File: src/rtl/ctrl_decode_pipe.sv
// RV32I main control decoder with a valid/ready output register and redirect kill.
// ILLEGAL_TRAP_EN: an illegal word leaving the register halts the pipe until rst_n.
module ctrl_decode_pipe #(
  parameter int KILL_CNT = 2,
  parameter int CNT_W    = 3
) (
  input  logic        clk,
  input  logic        rst_n,
  input  logic        in_valid,
  output logic        in_ready,
  input  logic [31:0] instr,
  output logic        out_valid,
  input  logic        out_ready,
  input  logic        flush,
  input  logic        ex_eq,
  input  logic        ex_lt,
  input  logic        ex_ltu,
  output logic        reg_write,
  output logic [1:0]  result_src,
  output logic        mem_write,
  output logic        alu_src,
  output logic [1:0]  alu_a_sel,
  output logic [2:0]  imm_src,
  output logic [1:0]  alu_op,
  output logic        branch,
  output logic        jump,
  output logic        pc_src,
  output logic        illegal
);

  typedef enum logic [1:0] {
    RUN  = 2'd0,
    KILL = 2'd1,
    HALT = 2'd2
  } state_e;

  typedef struct packed {
    logic       reg_write;
    logic [1:0] result_src;
    logic       mem_write;
    logic       alu_src;
    logic [1:0] alu_a_sel;
    logic [2:0] imm_src;
    logic [1:0] alu_op;
    logic       branch;
    logic       jump;
  } ctrl_t;

  localparam logic [6:0] OP_LD  = 7'b0000011;
  localparam logic [6:0] OP_ST  = 7'b0100011;
  localparam logic [6:0] OP_R   = 7'b0110011;
  localparam logic [6:0] OP_I   = 7'b0010011;
  localparam logic [6:0] OP_BR  = 7'b1100011;
  localparam logic [6:0] OP_JAL = 7'b1101111;
  localparam logic [6:0] OP_JR  = 7'b1100111;
  localparam logic [6:0] OP_LUI = 7'b0110111;
  localparam logic [6:0] OP_AUI = 7'b0010111;

  localparam logic [CNT_W-1:0] KCNT  = CNT_W'(KILL_CNT);
  localparam logic [CNT_W-1:0] KCNT1 = CNT_W'(KILL_CNT - 1);

  state_e           st_q, st_d;
  logic [CNT_W-1:0] cnt_q, cnt_d;
  logic             vld_q, vld_d;
  ctrl_t            ctl_q, ctl_d;
  logic             ill_q, ill_d;
  logic [2:0]       f3_q, f3_d;

  ctrl_t      dec;
  logic       dec_ill;
  logic [6:0] op;
  logic [2:0] f3;
  logic       in_xfer;
  logic       out_xfer;
  logic       cond;
  logic       unused_instr;

  assign op           = instr[6:0];
  assign f3           = instr[14:12];
  assign unused_instr = ^{instr[31:15], instr[11:7]};

  always_comb begin
    dec     = '0;
    dec_ill = 1'b0;
    unique case (1'b1)
      op == OP_LD:  dec = {1'b1, 2'b01, 1'b0, 1'b1, 2'b00, 3'b000, 2'b00, 1'b0, 1'b0};
      op == OP_ST:  dec = {1'b0, 2'b00, 1'b1, 1'b1, 2'b00, 3'b001, 2'b00, 1'b0, 1'b0};
      op == OP_R:   dec = {1'b1, 2'b00, 1'b0, 1'b0, 2'b00, 3'b000, 2'b10, 1'b0, 1'b0};
      op == OP_I:   dec = {1'b1, 2'b00, 1'b0, 1'b1, 2'b00, 3'b000, 2'b11, 1'b0, 1'b0};
      op == OP_BR: begin
        if (f3[2:1] == 2'b01) dec_ill = 1'b1;
        else dec = {1'b0, 2'b00, 1'b0, 1'b0, 2'b00, 3'b010, 2'b01, 1'b1, 1'b0};
      end
      op == OP_JAL: dec = {1'b1, 2'b10, 1'b0, 1'b1, 2'b01, 3'b011, 2'b00, 1'b0, 1'b1};
      op == OP_JR:  dec = {1'b1, 2'b10, 1'b0, 1'b1, 2'b00, 3'b000, 2'b00, 1'b0, 1'b1};
      op == OP_LUI: dec = {1'b1, 2'b00, 1'b0, 1'b1, 2'b10, 3'b100, 2'b00, 1'b0, 1'b0};
      op == OP_AUI: dec = {1'b1, 2'b00, 1'b0, 1'b1, 2'b01, 3'b100, 2'b00, 1'b0, 1'b0};
      default:      dec_ill = 1'b1;
    endcase
  end

  always_comb begin
    cond = 1'b0;
    case (f3_q)
      3'b000:  cond = ex_eq;
      3'b001:  cond = !ex_eq;
      3'b100:  cond = ex_lt;
      3'b101:  cond = !ex_lt;
      3'b110:  cond = ex_ltu;
      3'b111:  cond = !ex_ltu;
      default: cond = 1'b0;
    endcase
  end

  assign in_ready = (!vld_q | out_ready) & (st_q != HALT);
  assign in_xfer  = in_valid & in_ready;
  assign out_xfer = vld_q & out_ready;
  assign pc_src   = out_xfer & (ctl_q.jump | (ctl_q.branch & cond));

  always_comb begin
    st_d  = st_q;
    cnt_d = cnt_q;
    vld_d = vld_q;
    ctl_d = ctl_q;
    ill_d = ill_q;
    f3_d  = f3_q;
    if (out_xfer) vld_d = 1'b0;
    if (st_q == HALT) begin
      vld_d = 1'b0;
    end else if (flush) begin
      vld_d = 1'b0;
      cnt_d = '0;
      st_d  = RUN;
`ifdef ILLEGAL_TRAP_EN
    end else if (out_xfer & ill_q) begin
      vld_d = 1'b0;
      cnt_d = '0;
      st_d  = HALT;
`endif
    end else if (st_q == KILL) begin
      if (in_xfer) begin
        cnt_d = cnt_q - CNT_W'(1);
        if (cnt_q == CNT_W'(1)) st_d = RUN;
      end
    end else if (pc_src) begin
      // a word accepted alongside the redirect is already wrong-path
      if (in_xfer) begin
        cnt_d = KCNT1;
        st_d  = (KCNT1 == '0) ? RUN : KILL;
      end else begin
        cnt_d = KCNT;
        st_d  = KILL;
      end
    end else if (in_xfer) begin
      vld_d = 1'b1;
      ctl_d = dec;
      ill_d = dec_ill;
      f3_d  = f3;
    end
  end

  always_ff @(posedge clk or negedge rst_n) begin
    if (!rst_n) begin
      st_q  <= RUN;
      cnt_q <= '0;
      vld_q <= 1'b0;
      ctl_q <= '0;
      ill_q <= 1'b0;
      f3_q  <= 3'b000;
    end else begin
      st_q  <= st_d;
      cnt_q <= cnt_d;
      vld_q <= vld_d;
      ctl_q <= ctl_d;
      ill_q <= ill_d;
      f3_q  <= f3_d;
    end
  end

  assign out_valid  = vld_q;
  assign illegal    = ill_q;
  assign reg_write  = ctl_q.reg_write;
  assign result_src = ctl_q.result_src;
  assign mem_write  = ctl_q.mem_write;
  assign alu_src    = ctl_q.alu_src;
  assign alu_a_sel  = ctl_q.alu_a_sel;
  assign imm_src    = ctl_q.imm_src;
  assign alu_op     = ctl_q.alu_op;
  assign branch     = ctl_q.branch;
  assign jump       = ctl_q.jump;

endmodule

File: config.mk
export PLATFORM = sky130hd
export DESIGN_NAME = ctrl_decode_pipe
export DESIGN_NICKNAME = d
export VERILOG_FILES = /design/src/rtl/ctrl_decode_pipe.sv
export SDC_FILE = /design/constraint.sdc
export NUM_CORES = 1
export LEC_CHECK = 0
export ABC_CLOCK_PERIOD_IN_PS = 2400
export BUFFER_PORTS_ARGS = -buffer_cell sky130_fd_sc_hd__buf_2
export CAP_MARGIN = 5
export CORE_ASPECT_RATIO = 0.75
export CORE_MARGIN = 2
export CORE_UTILIZATION = 25
export CTS_CLUSTER_DIAMETER = 80
export DETAILED_ROUTE_END_ITERATION = 6
export SLEW_MARGIN = 5
export SYNTH_ARGS = -nofsm -noshare
export SYNTH_HDL_FRONTEND = slang
export SYNTH_SLANG_ARGS = --single-unit
export TNS_END_PERCENT = 1
File: constraint.sdc
create_clock -name clk -period 2.4 [get_ports clk]
set_input_delay 0.12 -clock clk [delete_from_list [all_inputs] [get_ports clk]]
set_output_delay 0.12 -clock clk [all_outputs]
set_load 0.01 [all_outputs]
==> results.cfg <==
[worst_setup_path]
crit_fanout = 17
slowest_stage = or2_1
path_cells = xor2_1 -> a22o_1 -> o311a_1 -> or2_1 -> mux2_2
cp_top_family = compound AO/OA/AOI/OAI gates
startpoint = f3_q[0]$_DFFE_PN0P_
cp.depth = 5
endpoint_kind = flip-flop
critPathArrivalTime_ps = 2380
r2r_setup_slack_ps = 170
start_kind = flip-flop
r2r_cells = 5
cp_slowest_stage_delay_ps = 480
r2r-start = f3_q[0]$_DFFE_PN0P_
critical_path_required_ps = 2550
path_class = flip-flop to flip-flop
crit_buf_inv = 0

[place]
hpwl_um = 2200
place_congestion = 0.736
placed_cell_area_um2 = 1480
portBuffers = 35
post-place-cells = 214

[power]
p_leak_nw = 0.747
switching_share_pct = 26.9
p_comb_share_pct = 16.0
power.density_nw_per_um2 = 497
power_frac_seq_pct = 52.8
p_total_uw = 760
p_int_uw = 555
switchingPower_uw = 204
ir_drop_uv = 242
p_clk_share_pct = 31.2

[logic_synthesis]
ys_seq_area_share_pct = 44.2
syn_avg_cell_area_um2 = 10.3
synth_area_um2 = 1240
synthAdderAreaFrac_pct = 2.01
muxShareOfSynthArea_pct = 11.3
synth-edff-count = 0
ys.flop_type = dfrtp_1
yosys_warnings = 0
syn-num-nets = 163
synth_cell_type_count = 38
synth-xor-area-share_pct = 2.11
synth-async-reset-ratio_pct = 100
synthCells = 121
synth_simple_gate_area_share_pct = 20.4
synth_seq_cells = 22
synth-compound-area-share_pct = 15.8
synth_top_family_by_area = simple AND/OR/NAND/NOR gates

[final_layout]
area_growth_pct = 22.7
final_common_cell = buf_2
fin_area_um2 = 1530
final_layout_size_suffix_gt1_share_pct = 32.9
diodes = 0
fin_cells = 218
fin_nets = 202
final_cell_mix = 35 x buf_2, 22 x dfrtp_1, 11 x nor2_1, 9 x o21ai_0
fin_util_pct = 31.5

[die]
core_area_um2 = 4840
start_util_pct = 25.7
die-area_um2 = 5570
die_w_um = 85.5
die_h_um = 65.1
ios = 58
fp-row-count = 22

[global_routing]
grt-ovfl-total = 0
grt_pass1_wl_um = 4770
groute.usage.overall_pct = 10.9
grt_max_degree = 23
antenna_found_initial = 0
grt_pass1_vias = 967

[clock_network]
cts_buffers = 3
clk_pin_slew_ps = 80
clk_latency_ps = 270
cts_hold_buf = 1
root_buffer = clkbuf_8
cts_max_path_buffers = 2
post_cts_resized = 0
cts.repair_timing.setup_buffer_count = 0
cts_sinks = 22
cts_tree = done
htreeDepth = 1

[timing]
skew_ps = 3.80
fmax_ghz = 0.449
drv_slew = 0
rsz0062_at_grt = no
tightest_slew_ps = 702
relSlewSlack_pct = 53.2
hold_viol = 0
min_period_over_period_pct = 92.8
setup_viol = 0
period_minus_slack_ps = 2230
setup_tns_ps = 0

[drt]
dr.pass1.iters = 4
dr.first_iter.drc_count = 49
routedWlPerCell_um = 13.0
via_per_inst = 4.70
wirelength_um = 2840
vias = 1025
drc = 0
ant_nets = 0

[hold_path]
min_from = flush
hold_path_depth = 2
hp-class = primary input to flip-flop

[run]
cap_violations = 0

[status]
status = complete, no violations
==> power groups by stage <==
| stage | registers [mW] | logic [mW] | clock network, mW |
|---|---|---|---|
| final | 0.401 | 0.122 | 0.237 |
| after global routing | 0.404 | 0.139 | 0.257 |
| after CTS | 0.402 | 0.124 | 0.240 |
| after detailed placement | 0.409 | 0.123 | 0 |
| after global placement | 0.409 | 0.120 | 0 |
| after floorplan | 0.410 | 0.0729 | 0 |
==> through the flow <==
stage          hold slack (ps)  worst slack [ps]
6_report                  76.5               173
4_1_cts                   84.4               170
2_1_floorplan             -176               421
5_1_grt                   72.9              51.9
3_5_place_dp               135               181
3_3_place_gp               121               205
==> final timing paths <==
path                                               end
worst max register to register     alu_src$_DFFE_PN0P_
worst min-delay path               st_q[0]$_DFFE_PN0P_
worst max-delay path               alu_src$_DFFE_PN0P_
worst min register to register  imm_src[0]$_DFFE_PN0P_
min in group asynchronous          st_q[0]$_DFFE_PN0P_
max in group asynchronous          illegal$_DFFE_PN0P_
==> kinds of logic after synthesis <==
| kind of cell | count (synthesis) |
|---|---|
| AOI/OAI and AO/OA | 28 |
| adders and majority gates | 2 |
| and+or+nand+nor | 44 |
| DFF | 22 |
| buffers and inverters | 9 |
| muxes | 13 |
| xor gates and xnor gates | 3 |
==> area by class of cell <==
type	instances	area, um2
clock buffer	3	41.3
timing repair buffer	38	200
inverter	5	18.8
fill	521	3320
multi-input combinational	90	642
tap	60	75.1
sequential	22	551
==> state kept, by name, summed over array words and instances (netlist names) <==
name	count
reg_write	1
f3_q	3
cnt_q	3
out_valid	1
branch	1
alu_a_sel	2
st_q	1
illegal	1
imm_src	3
alu_op	2
result_src	2
mem_write	1
alu_src	1
==> cell usage after synthesis (all sizes together), types with 3 or more instances <==
master   n  area (um2)
inv      5        18.8
mux2i    5        50.1
a22o     6        52.6
o21ai    9        45.0
dfrtp   22         551
nand2    8        30.0
nand2b   3        18.8
or3b     3        26.3
mux2     8        90.1
nor2    11        41.3
nor3b    4        30.0
buf      3        30.0
==> routing by layer <==
layer	GRT usage [%]	vias to the layer above	share of wire, %	wire length (um)
li1	-	515	-	-
met1	15.6	482	52	1480
met2	15.9	26	42	1190
met3	3.64	2	5.4	154
met4	2.38	0	0.63	18
met5	0	-	0	0
(Power assumes the default switching activity.)
